File: src/rtl/mouse_cursor_tracker.sv
// Turns PS/2 mouse packets into a clamped absolute cursor position, button press/release ticks and an idle-driven visible flag.
// Optional MOUSE_ACCEL_EN doubles any delta whose magnitude exceeds ACCEL_THRESH.
module mouse_cursor_tracker #(
    parameter int H_MAX        = 639,
    parameter int V_MAX        = 479,
    parameter int X_INIT       = 320,
    parameter int Y_INIT       = 240,
    parameter int IDLE_TIMEOUT = 100_000_000,
    parameter int IDLE_W       = 27,
    parameter int ACCEL_THRESH = 16
) (
    input  logic       clk,
    input  logic       reset,
    input  logic [8:0] xm,
    input  logic [8:0] ym,
    input  logic [2:0] btnm,
    input  logic       m_done_tick,
    input  logic       recenter,
    output logic [9:0] x_pos,
    output logic [9:0] y_pos,
    output logic [2:0] btn_state,
    output logic [2:0] press_tick,
    output logic [2:0] release_tick,
    output logic       pos_tick,
    output logic       cursor_visible
);

    localparam logic signed [11:0] H_LIM    = 12'(H_MAX);
    localparam logic signed [11:0] V_LIM    = 12'(V_MAX);
    localparam logic [9:0]         H_MAX10  = 10'(H_MAX);
    localparam logic [9:0]         V_MAX10  = 10'(V_MAX);
    localparam logic [9:0]         X_INIT10 = 10'(X_INIT);
    localparam logic [9:0]         Y_INIT10 = 10'(Y_INIT);
    localparam logic [IDLE_W-1:0]  IDLE_MAX = IDLE_W'(IDLE_TIMEOUT);

    function automatic logic signed [11:0] scale_delta(input logic [8:0] d);
        logic signed [11:0] s;
        s = {{3{d[8]}}, d};
`ifdef MOUSE_ACCEL_EN
        if (s > 12'(ACCEL_THRESH) || s < -(12'(ACCEL_THRESH)))
            s = s <<< 1;
`endif
        return s;
    endfunction

    logic signed [11:0] dx_s1, dy_s1;
    logic [2:0]         btn_s1;
    logic               valid1;
    logic [IDLE_W-1:0]  idle_cnt;

    logic signed [11:0] nx, ny;
    logic [9:0]         x_next, y_next;
    logic               activity;
    logic [IDLE_W-1:0]  idle_next;

    // 12-bit signed sums leave headroom for a doubled -256/+255 delta from either edge of the screen
    always_comb begin
        nx = $signed({2'b00, x_pos}) + dx_s1;
        ny = $signed({2'b00, y_pos}) - dy_s1;

        if (nx[11])
            x_next = '0;
        else if (nx > H_LIM)
            x_next = H_MAX10;
        else
            x_next = nx[9:0];

        if (ny[11])
            y_next = '0;
        else if (ny > V_LIM)
            y_next = V_MAX10;
        else
            y_next = ny[9:0];

        activity = recenter |
                   (valid1 & ((dx_s1 != '0) | (dy_s1 != '0) | (btn_s1 != btn_state)));

        if (activity)
            idle_next = '0;
        else if (idle_cnt == IDLE_MAX)
            idle_next = idle_cnt;
        else
            idle_next = idle_cnt + 1'b1;
    end

    always_ff @(posedge clk) begin
        if (reset) begin
            dx_s1          <= '0;
            dy_s1          <= '0;
            btn_s1         <= '0;
            valid1         <= 1'b0;
            x_pos          <= X_INIT10;
            y_pos          <= Y_INIT10;
            btn_state      <= '0;
            press_tick     <= '0;
            release_tick   <= '0;
            pos_tick       <= 1'b0;
            idle_cnt       <= '0;
            cursor_visible <= 1'b1;
        end else begin
            valid1 <= m_done_tick;
            if (m_done_tick) begin
                dx_s1  <= scale_delta(xm);
                dy_s1  <= scale_delta(ym);
                btn_s1 <= btnm;
            end

            // recenter wins over a coincident delta but the packet's buttons still land
            if (recenter) begin
                x_pos <= X_INIT10;
                y_pos <= Y_INIT10;
            end else if (valid1) begin
                x_pos <= x_next;
                y_pos <= y_next;
            end

            if (valid1) begin
                btn_state    <= btn_s1;
                press_tick   <= btn_s1 & ~btn_state;
                release_tick <= ~btn_s1 & btn_state;
            end else begin
                press_tick   <= '0;
                release_tick <= '0;
            end

            pos_tick       <= valid1 | recenter;
            idle_cnt       <= idle_next;
            cursor_visible <= (idle_next != IDLE_MAX);
        end
    end

endmodule
File: config.mk
export PLATFORM = sky130hd
export DESIGN_NAME = mouse_cursor_tracker
export DESIGN_NICKNAME = d
export VERILOG_FILES = /design/src/rtl/mouse_cursor_tracker.sv
export SDC_FILE = /design/constraint.sdc
export NUM_CORES = 1
export LEC_CHECK = 0
export BUFFER_PORTS_ARGS = -buffer_cell sky130_fd_sc_hd__buf_2
export CAP_MARGIN = 20
export CELL_PAD_IN_SITES_DETAIL_PLACEMENT = 0
export CELL_PAD_IN_SITES_GLOBAL_PLACEMENT = 1
export CORE_AREA = 2 2 107 109
export CTS_CLUSTER_SIZE = 28
export DETAILED_ROUTE_END_ITERATION = 8
export DIE_AREA = 0 0 109 111
export PLACE_DENSITY = 0.78
export SYNTH_ARGS = -nofsm -noshare
export SYNTH_HDL_FRONTEND = slang
export SYNTH_SLANG_ARGS = --single-unit
File: constraint.sdc
create_clock -name clk -period 3.4 [get_ports clk]
set_clock_uncertainty 0.1 [all_clocks]
set_input_delay 0.34 -clock clk [delete_from_list [all_inputs] [get_ports clk]]
set_output_delay 0.34 -clock clk [all_outputs]
set_load 0.03 [all_outputs]
==> impl_metrics.sql, run 1 <==
INSERT INTO impl_metrics (metric_group, metric, value, unit) VALUES
('synthesis', 'synth.top_cells.by_area', 'dfxtp_1, ha_1, mux2i_1, nor2_1, xnor2_1', ''),
('layout', 'area_growth', '14.32', '%'),
('synthesis', 'postSynthAreaPerCell', '8.722', 'um2'),
('grt', 'grt_overflow', '0', ''),
('detailed_routing', 'drt_first_pass_iters', '4', ''),
('clock_network', 'holdBufCountCts', '0', ''),
('placed_design', 'gp_routability_congestion', '0.9109', ''),
('layout', 'nNetsFinal', '661', ''),
('timing', 'final-setup-viol-count', '0', ''),
('synthesis', 'yosys.cell_types.count', '73', ''),
('pwr', 'netSwitchingFraction', '0.2715', ''),
('timing', 'timing.final.crit_share', '0.8489', ''),
('synthesis', 'number_of_enable_type_register_cells_in_the_synthesized_netlist', '0', ''),
('clock_network', 'post_cts.resized_instances', '0', ''),
('clock_network', 'clock_path_buffers', '2', ''),
('pwr', 'comb_power_share', '0.161', ''),
('synthesis', 'synth_fp_nets', '610', ''),
('floorplanning', 'ios', '56', ''),
('clock_network', 'cts_clk_pin_slew_worst_paths', '60', 'ps'),
('critical_path', 'crit_arrival', '3020', 'ps'),
('min_path', 'timing.hold.worst.class', 'primary input to flop', ''),
('critical_path', 'critPathLaunchType', 'flop', ''),
('layout', 'n_antenna_cell', '0', ''),
('floorplanning', 'floorplan.rows', '39', ''),
('synthesis', 'netlist_top_cells_count', 'dfxtp_1, nor2_1, a21oi_1, inv_1, ha_1', ''),
('synthesis', 'syn-instance-count', '553', ''),
('synthesis', 'post-synth-top-area-fraction', '0.3320', ''),
('job', 'max_cap_violations', '0', ''),
('floorplanning', 'die_h', '111', 'um'),
('floorplanning', 'design.die.area', '12100', 'um2'),
('detailed_routing', 'post-route-drc-count', '0', ''),
('pwr', 'seqPwrFrac', '0.426', ''),
('timing', 'worst_slew_margin_rel', '0.5315', ''),
('critical_path', 'reg2reg_setup_slack', '510', 'ps'),
('placed_design', 'post-dp-hpwl', '9049', 'um'),
('pwr', 'power_density', '422.4', 'nW/um2'),
('detailed_routing', 'drtAntennaViolNets', '0', ''),
('clock_network', 'tritoncts', 'built', ''),
('detailed_routing', 'dr.first_iter.drc_count', '186', ''),
('timing', 'timing.fmax', '0.3465', 'GHz'),
('critical_path', 'critPathKind', 'flop to flop', ''),
('grt', 'largest_net_degree_at_the_start_of_global_routing', '30', ''),
('synthesis', 'synth-seq-cells', '80', ''),
('clock_network', 'number_of_h_tree_levels', '3', ''),
('synthesis', 'synth-warning-count', '0', ''),
('timing', 'final_max_slew_viol_count', '0', ''),
('synthesis', 'async_reset_ff_frac', '0', ''),
('clock_network', 'cts-buffers-inserted', '9', ''),
('floorplanning', 'die_width', '109', 'um'),
('detailed_routing', 'drt-wirelength-per-cell', '15.82', 'um'),
('timing', 'unrepaired_setup_endpoints_after_global_routing', 'no', ''),
('timing', 'layout_min_cycle_time', '2886', 'ps'),
('grt', 'grtUsageTotal', '0.2065', ''),
('outcome', 'run_status', 'completed', ''),
('timing', 'timing_worst_slew_pin_value', '702.7', 'ps'),
('synthesis', 'postSynth.topFlopCell', 'dfxtp_1', ''),
('pwr', 'power.share.clock', '0.413', ''),
('clock_network', 'clk_latency', '340', 'ps'),
('timing', 'finalHoldViolCount', '0', ''),
('grt', 'antenna_found_initial', '0', ''),
('synthesis', 'synthMostInstantiatedCell', 'dfxtp_1', ''),
('clock_network', 'cts_setup_buffers', '0', ''),
('pwr', 'switchingPower', '0.6323', 'mW'),
('synthesis', 'synth.yosys.seq_area_share', '0.3320', ''),
('clock_network', 'cts.root.buffer_cell', 'clkbuf_16', ''),
('critical_path', 'crit_path_max_fanout', '8', ''),
('timing', 'final.setup.tns', '0', 'ps'),
('detailed_routing', 'wirelength', '11880', 'um'),
('floorplanning', 'start_util', '0.4354', ''),
('pwr', 'peakVddDrop', '245.7', 'uV'),
('floorplanning', 'core_area', '11080', 'um2');
layout by cell type, fill, tap and decap left out, types with 11 or more instances in the layout:
cell type / instances
inv_1: 33
nand3_1: 15
dfxtp_1: 80
mux2i_1: 27
a21oi_1: 38
xor2_1: 16
nor3_1: 11
ha_1: 30
and2_1: 11
nor2_1: 72
buf_2: 55
xnor2_1: 22
nand2_1: 29
critical path, stage by stage, from the launching register on:
cell,delay (ps)
dfxtp_1,370
ha_1,180
inv_1,50
fa_1,390
nor2b_1,170
o211ai_1,150
a21boi_0,280
a21oi_1,130
nor4_1,400
nor2_1,250
a32o_1,300
logic make-up (layout without fill, tap and decap cells):
family / Yosys count / after routing / synth area share
DFF: 80 / 80 / 0.3320
adders and majority gates: 32 / 32 / 0.08612
xor gates and xnor gates: 38 / 38 / 0.06900
muxes: 28 / 28 / 0.05837
AOI/OAI and AO/OA: 113 / 113 / 0.1748
buffers and inverters: 53 / 108 / 0.04540
and+or+nand+nor: 209 / 209 / 0.2342
through the flow:
| step | worst slack, ps | power, mW |
|---|---|---|
| 5_1_grt | 189.2 | 2.433 |
| 3_5_place_dp | 591.7 | 1.385 |
| 3_3_place_gp | 670.3 | 1.379 |
| 4_1_cts | 555.0 | 2.350 |
| 2_1_floorplan | 617.0 | 1.291 |
| 6_report | 513.9 | 2.329 |
worst paths after layout:
kind / start / to / depth (start not counted)
max: x_pos[0]$_SDFFE_PP0P_ / x_pos[7]$_SDFFE_PP0P_ / 10
min: xm[6] / dx_s1[6]$_SDFFE_PP0P_ / 3
max reg2reg: x_pos[0]$_SDFFE_PP0P_ / x_pos[7]$_SDFFE_PP0P_ / 10
min reg2reg: dy_s1[3]$_SDFFE_PP0P_ / dy_s1[3]$_SDFFE_PP0P_ / 2
layout make-up:
type / count / area (um2)
Tap cell: 143 / 178.9
Clock buffer: 12 / 246.5
Fill cell: 1088 / 5563
Inverter: 33 / 123.9
Sequential cell: 80 / 1602
Multi-Input combinational cell: 420 / 3008
Clock inverter: 3 / 42.54
Timing Repair Buffer: 60 / 312.8
registers in the layout (all words and copies together), names as in the netlist:
name	cells
dx_s1	9
dy_s1	9
idle_cnt	27
btn_s1	3
valid1	1
release_tick	3
y_pos	10
cursor_visible	1
pos_tick	1
press_tick	3
x_pos	10
btn_state	3
metal layers:
layer | share of wire | GRT usage | vias up
li1 | - | - | 2079
met1 | 0.50 | 0.2863 | 1920
met2 | 0.44 | 0.3064 | 66
met3 | 0.034 | 0.03998 | 22
met4 | 0.025 | 0.09573 | 0
met5 | 0 | 0 | -
power groups by stage:
| stage | clock network (mW) | logic [mW] | registers, mW |
|---|---|---|---|
| after global placement | 0 | 0.367 | 1.01 |
| after detailed placement | 0 | 0.372 | 1.01 |
| after floorplan | 0 | 0.271 | 1.02 |
| after CTS | 0.983 | 0.374 | 0.993 |
| after global routing | 1.02 | 0.416 | 0.996 |
| final | 0.961 | 0.375 | 0.993 |
(Power assumes the default switching activity.)
==> run 2: changes to the inputs <==
==> constraint.sdc (replaced) <==
create_clock -name clk -period 2.7 [get_ports clk]
set_clock_uncertainty 0.1 [all_clocks]
set_input_delay 0.27 -clock clk [delete_from_list [all_inputs] [get_ports clk]]
set_output_delay 0.27 -clock clk [all_outputs]
set_load 0.03 [all_outputs]
==> impl_metrics.sql, run 2 (synthesized netlist as in run 1, its figures left out) <==
INSERT INTO impl_metrics (metric_group, metric, value, unit) VALUES
('timing', 'finalHoldViolCount', '0', ''),
('detailed_routing', 'drtAntennaViolNets', '0', ''),
('timing', 'unrepaired_setup_endpoints_after_global_routing', 'yes', ''),
('timing', 'worst_slew_margin_rel', '0.5615', ''),
('layout', 'final_layout_size_suffix_gt1_frac', '0.2394', ''),
('layout', 'layout.cells.most_common', 'dfxtp_1', ''),
('layout', 'seq_area', '1608', 'um2'),
('floorplanning', 'die_h', '111', 'um'),
('pwr', 'peakVddDrop', '365.4', 'uV'),
('critical_path', 'worst_r2r_path_depth', '11', ''),
('grt', 'largest_net_degree_at_the_start_of_global_routing', '30', ''),
('grt', 'grt_first_pass_wirelength', '19660', 'um'),
('pwr', 'power.leakage', '2.391', 'nW'),
('grt', 'first_global_vias', '3988', ''),
('layout', 'largest_register_ffs', '27', ''),
('job', 'max_cap_violations', '0', ''),
('timing', 'timing.final.crit_share', '0.9788', ''),
('floorplanning', 'core_area', '11080', 'um2'),
('timing', 'finalWorstSetupSlack', '57.29', 'ps'),
('layout', 'n_antenna_cell', '0', ''),
('layout', 'area_growth', '21.32', '%'),
('detailed_routing', 'drt_first_pass_iters', '4', ''),
('clock_network', 'cts_clk_pin_slew_worst_paths', '70', 'ps'),
('clock_network', 'clk_latency', '340', 'ps'),
('layout', 'multiInputGateArea', '3113', 'um2'),
('clock_network', 'clock_path_buffers', '2', ''),
('placed_design', 'port-buffer-count', '55', ''),
('grt', 'grtUsageTotal', '0.2075', ''),
('clock_network', 'tritoncts', 'built', ''),
('floorplanning', 'floorplan.rows', '39', ''),
('layout', 'largest-register', 'idle_cnt', ''),
('floorplanning', 'ios', '56', ''),
('critical_path', 'crit_path_max_fanout', '4', ''),
('timing', 'timing.fmax', '0.3784', 'GHz'),
('clock_network', 'cts.root.buffer_cell', 'clkbuf_16', ''),
('timing', 'final_max_slew_viol_count', '0', ''),
('grt', 'grt_overflow', '0', ''),
('detailed_routing', 'vias_per_inst', '5.402', ''),
('critical_path', 'critical_path_required', '2830', 'ps'),
('timing', 'final-setup-viol-count', '0', ''),
('layout', 'fillers', '1048', ''),
('layout', 'mostFrequentLayoutCells', 'dfxtp_1, nor2_1, buf_2, a21oi_1, inv_1', ''),
('detailed_routing', 'drt-wirelength-per-cell', '15.66', 'um'),
('floorplanning', 'design.die.area', '12100', 'um2'),
('outcome', 'run_status', 'completed', ''),
('timing', 'layout_min_cycle_time', '2643', 'ps'),
('clock_network', 'holdBufCountCts', '0', ''),
('min_path', 'number_of_cells_on_the_worst_hold_path', '3', ''),
('min_path', 'timing.hold.worst.class', 'primary input to flop', ''),
('critical_path', 'crit_arrival', '2770', 'ps'),
('clock_network', 'count_of_clock_tree_sinks', '80', ''),
('detailed_routing', 'dr.first_iter.drc_count', '244', ''),
('placed_design', 'gp_routability_congestion', '0.8729', ''),
('pwr', 'power_density', '530.0', 'nW/um2'),
('critical_path', 'critPathKind', 'flop to flop', ''),
('timing', 'timing_worst_slew_pin_value', '657.7', 'ps'),
('critical_path', 'critPathLaunchType', 'flop', ''),
('layout', 'biggestRegsByFlops', 'idle_cnt: 27 flops, x_pos: 10 flops, y_pos: 10 flops', ''),
('detailed_routing', 'wirelength', '12180', 'um'),
('placed_design', 'post-dp-hpwl', '9107', 'um'),
('floorplanning', 'die_width', '109', 'um'),
('layout', 'nNetsFinal', '687', ''),
('detailed_routing', 'post-route-drc-count', '0', ''),
('placed_design', 'preCtsSetupSlack', '-17.56', 'ps'),
('critical_path', 'critical_path_sink_type', 'flop', ''),
('layout', 'final_core_util', '0.5283', ''),
('grt', 'antenna_found_initial', '0', ''),
('detailed_routing', 'via_count', '4203', ''),
('floorplanning', 'start_util', '0.4354', ''),
('clock_network', 'number_of_h_tree_levels', '3', ''),
('clock_network', 'cts-buffers-inserted', '9', '');
[run 2: what timing repair did]
action	4_1_cts	5_1_grt
setup endpoints to repair	11	19
buffers inserted	0	4
resized for setup	1	27
hold endpoints to repair	0	0
pin swaps	0	11
[run 2: final cells by class]
cell class              count  share of cell area
multi-input cells         420              0.5320
flip-flops and latches     80              0.2747
repair buffers             86             0.08681
clock buffers              10             0.03913
well taps                 143             0.03058
inverters                  33             0.02117
clock inverters             6             0.01561
[run 2: stage by stage]
step           total power [mW]  cell area, um2  std cells  hold slack [ps]  setup TNS (ps)
5_1_grt                   3.243            5852        778            69.19          -336.4
3_3_place_gp              1.770            5393        758            375.2               0
3_5_place_dp              1.777            5393        758            381.1          -61.11
6_report                  3.101            5852        778            61.99               0
4_1_cts                   3.107            5719        774            48.75          -239.5
2_1_floorplan             1.626            4826        553            295.6               0
[run 2: report_power, final]
group / total, mW / switching [mW] / internal (mW)
combinational: 0.541 / 0.303 / 0.238
sequential: 1.25 / 0.0331 / 1.21
clock: 1.31 / 0.500 / 0.813
[run 2: worst paths after layout]
path	startpoint	endpoint	slack, ps
worst min register to register	dy_s1[3]$_SDFFE_PP0P_	dy_s1[3]$_SDFFE_PP0P_	390
worst min-delay path	ym[5]	dy_s1[5]$_SDFFE_PP0P_	60
worst max register to register	x_pos[0]$_SDFFE_PP0P_	x_pos[8]$_SDFFE_PP1P_	60
worst max-delay path	x_pos[0]$_SDFFE_PP0P_	x_pos[8]$_SDFFE_PP1P_	60
[run 2: worst max-delay path, stage by stage, from the launching register on]
cell and delay (ps):
dfxtp_2 370, ha_4 140, inv_1 50, fa_2 370, nor2b_2 140, o211ai_1 170, a21boi_2 240, a21oi_2 110
nor4_2 310, buf_4 170, nor4b_1 40, a221o_1 310
[run 2: metal layers]
layer / part of all wire / track usage / up-vias
met5: 0 / 0 / -
met3: 0.034 / 0.03351 / 13
met2: 0.47 / 0.3209 / 81
met1: 0.48 / 0.2825 / 1970
met4: 0.016 / 0.09145 / 0
li1: - / - / 2139
==> run 3: changes to the inputs <==
--- a/config.mk
+++ b/config.mk
@@ -9,11 +9,12 @@
 export CAP_MARGIN = 20
 export CELL_PAD_IN_SITES_DETAIL_PLACEMENT = 0
 export CELL_PAD_IN_SITES_GLOBAL_PLACEMENT = 1
-export CORE_AREA = 2 2 107 109
+export CORE_AREA = 2 2 106 108
+export CTS_BUF_LIST = sky130_fd_sc_hd__clkbuf_8
 export CTS_CLUSTER_SIZE = 28
 export DETAILED_ROUTE_END_ITERATION = 8
-export DIE_AREA = 0 0 109 111
-export PLACE_DENSITY = 0.78
+export DIE_AREA = 0 0 108 110
+export PLACE_DENSITY = 0.8
 export SYNTH_ARGS = -nofsm -noshare
 export SYNTH_HDL_FRONTEND = slang
 export SYNTH_SLANG_ARGS = --single-unit
==> constraint.sdc (replaced) <==
create_clock -name clk -period 2.7 [get_ports clk]
set_clock_uncertainty 0.1 [all_clocks]
set_input_delay 0.81 -clock clk [delete_from_list [all_inputs] [get_ports clk]]
set_output_delay 0.81 -clock clk [all_outputs]
set_load 0.03 [all_outputs]
==> impl_metrics.sql, run 3 (synthesized netlist as in run 1, its figures left out) <==
INSERT INTO impl_metrics (metric_group, metric, value, unit) VALUES
('detailed_routing', 'via_count', '4253', ''),
('layout', 'n_antenna_cell', '0', ''),
('layout', 'final_layout_size_suffix_gt1_frac', '0.2360', ''),
('timing', 'timing.fmax', '0.3768', 'GHz'),
('critical_path', 'critical_path.top_delay_family', 'compound AO/OA/AOI/OAI gates', ''),
('critical_path', 'critPathLaunchType', 'flop', ''),
('layout', 'multiInputGateArea', '3095', 'um2'),
('detailed_routing', 'post-route-drc-count', '0', ''),
('clock_network', 'tritoncts', 'built', ''),
('min_path', 'hold_path_startpoint', 'x_pos[9]$_SDFFE_PP0P_', ''),
('detailed_routing', 'vias_per_inst', '5.545', ''),
('critical_path', 'reg2reg_setup_slack', '50', 'ps'),
('grt', 'grt_overflow', '0', ''),
('clock_network', 'cts_clk_pin_slew_worst_paths', '90', 'ps'),
('layout', 'fillers', '1027', ''),
('min_path', 'min_delay_worst_endpoint', 'x_pos[9]$_SDFFE_PP0P_', ''),
('clock_network', 'cts-buffers-inserted', '9', ''),
('layout', 'seq_area', '1610', 'um2'),
('detailed_routing', 'wirelength', '12140', 'um'),
('layout', 'layout.cells.most_common', 'dfxtp_1', ''),
('detailed_routing', 'dr.first_iter.drc_count', '243', ''),
('floorplanning', 'die_h', '110', 'um'),
('grt', 'first_global_vias', '3959', ''),
('critical_path', 'crit-reg2reg-launch', 'y_pos[6]$_SDFFE_PP1P_', ''),
('placed_design', 'post-dp-hpwl', '9269', 'um'),
('timing', 'timing_worst_slew_pin_value', '638.0', 'ps'),
('floorplanning', 'floorplan.rows', '38', ''),
('pwr', 'peakVddDrop', '304.0', 'uV'),
('layout', 'largest_register_ffs', '27', ''),
('layout', 'area_growth', '17.25', '%'),
('detailed_routing', 'drtAntennaViolNets', '0', ''),
('timing', 'finalWorstSetupSlack', '45.88', 'ps'),
('grt', 'antenna_found_initial', '0', ''),
('layout', 'largest-register', 'idle_cnt', ''),
('outcome', 'run_status', 'completed', ''),
('timing', 'unrepaired_setup_endpoints_after_global_routing', 'no', ''),
('grt', 'grt_first_pass_wirelength', '19710', 'um'),
('grt', 'grtUsageTotal', '0.2107', ''),
('job', 'max_cap_violations', '0', ''),
('floorplanning', 'die_width', '108', 'um'),
('critical_path', 'cp_num_buf_inv', '0', ''),
('placed_design', 'port-buffer-count', '55', ''),
('grt', 'largest_net_degree_at_the_start_of_global_routing', '27', ''),
('critical_path', 'cp_cell_sequence', 'ha_2 -> a21o_4 -> nand2b_4 -> o221a_2 -> o21a_1 -> o311ai_2 -> nor3b_2 -> a311o_1', ''),
('pwr', 'power_density', '472.3', 'nW/um2'),
('clock_network', 'cts.root.buffer_cell', 'clkbuf_8', ''),
('layout', 'mostFrequentLayoutCells', 'dfxtp_1, nor2_1, buf_2, a21oi_1, inv_1', ''),
('timing', 'final.setup.tns', '0', 'ps'),
('clock_network', 'number_of_h_tree_levels', '3', ''),
('placed_design', 'gp_routability_congestion', '0.9034', ''),
('critical_path', 'critical_path_sink_type', 'flop', ''),
('critical_path', 'worst_r2r_path_depth', '8', ''),
('layout', 'biggestRegsByFlops', 'idle_cnt: 27 flops, x_pos: 10 flops, y_pos: 10 flops', ''),
('critical_path', 'crit_arrival', '2800', 'ps'),
('clock_network', 'clock_path_buffers', '2', ''),
('layout', 'nNetsFinal', '680', ''),
('min_path', 'timing.hold.worst.class', 'flop to flop', ''),
('timing', 'hold-worst-slack', '405.9', 'ps'),
('timing', 'layout_min_cycle_time', '2654', 'ps'),
('floorplanning', 'start_util', '0.4509', ''),
('detailed_routing', 'drt_first_pass_iters', '4', ''),
('clock_network', 'count_of_clock_tree_sinks', '80', ''),
('timing', 'final-setup-viol-count', '0', ''),
('timing', 'timing.final.crit_share', '0.9830', ''),
('critical_path', 'critPathKind', 'flop to flop', ''),
('floorplanning', 'core_area', '10700', 'um2'),
('critical_path', 'crit_slowest_cell', 'dfxtp_2', ''),
('timing', 'final_max_slew_viol_count', '0', ''),
('critical_path', 'critPathMaxStageDelay', '390', 'ps'),
('min_path', 'number_of_cells_on_the_worst_hold_path', '2', ''),
('detailed_routing', 'drt-wirelength-per-cell', '15.82', 'um'),
('critical_path', 'critical_path_required', '2840', 'ps'),
('critical_path', 'rr_endpoint', 'y_pos[5]$_SDFFE_PP1P_', ''),
('critical_path', 'crit_path_max_fanout', '7', ''),
('timing', 'finalHoldViolCount', '0', ''),
('floorplanning', 'design.die.area', '11880', 'um2'),
('pwr', 'power.leakage', '2.302', 'nW'),
('floorplanning', 'ios', '56', ''),
('placed_design', 'preCtsSetupSlack', '-83.19', 'ps'),
('timing', 'worst_slew_margin_rel', '0.5747', ''),
('clock_network', 'clk_latency', '360', 'ps');
[run 3: changes by cell type in the layout (fill, tap and decap cells not counted), moves of 3 or more]
| cell | change |
|---|---|
| buf_4 | -7 |
| clkbuf_16 | -9 |
| clkbuf_8 | +10 |
| ha_4 | -3 |
[run 3: worst max-delay path by stage]
stage                                     start  cells after the start                         to  slack (ps)
after global placement                 recenter                      8  cursor_visible$_SDFF_PP1_        -100
final                     y_pos[6]$_SDFFE_PP1P_                      8      y_pos[5]$_SDFFE_PP1P_          50
after detailed placement               recenter                      8  cursor_visible$_SDFF_PP1_         -80
after global routing      y_pos[0]$_SDFFE_PP0P_                     11      y_pos[5]$_SDFFE_PP1P_         0.4
after floorplan           dy_s1[8]$_SDFFE_PP0P_                     10      y_pos[5]$_SDFFE_PP1P_          20
after CTS                 y_pos[0]$_SDFFE_PP0P_                     11      y_pos[5]$_SDFFE_PP1P_         0.5
[run 3: what timing repair did]
action / 4_1_cts / 5_1_grt
setup endpoints to repair: 9 / 19
resized for setup: 3 / 26
hold buffers: 0 / 0
cloned: 0 / 0
pin swaps: 0 / 7
setup buffers: 0 / 2
[run 3: worst reg2reg max path: stages (launching register included)]
cell	delay [ps]
dfxtp_2	390
ha_2	330
a21o_4	260
nand2b_4	150
o221a_2	320
o21a_1	240
o311ai_2	280
nor3b_2	120
a311o_1	360
[run 3: cell type report]
class                           count  share of cell area
Clock buffer                       10             0.02434
Clock inverter                      5             0.01018
Tap cell                          140             0.03097
Timing Repair Buffer               79             0.08053
Inverter                           33             0.02190
Sequential cell                    80              0.2847
Multi-Input combinational cell    420              0.5473
[run 3: report_power, final]
group          total [mW]  switching, mW  leakage [nW]  internal [mW]
registers            1.25         0.0347         0.652           1.21
clock network       0.903          0.457        0.0904          0.446
logic               0.521          0.299          1.56          0.222
[run 3: stage by stage]
step	total power, mW	util	cell area (um2)	std cells
after floorplan	1.626	-	4826	553
after global placement	1.752	0.5002	5351	750
after detailed placement	1.762	0.5002	5351	750
after CTS	2.656	0.5194	5557	765
after global routing	2.784	0.5287	5655	767
final	2.671	0.5287	5655	767
[run 3: layer usage]
metal	wire [um]	global-route usage	up-vias	part of all wire
met5	0	0	-	0
met4	165	0.06960	0	0.014
met3	641	0.04292	12	0.053
met2	5174	0.3163	104	0.43
met1	6155	0.3021	2013	0.51
li1	-	-	2124	-
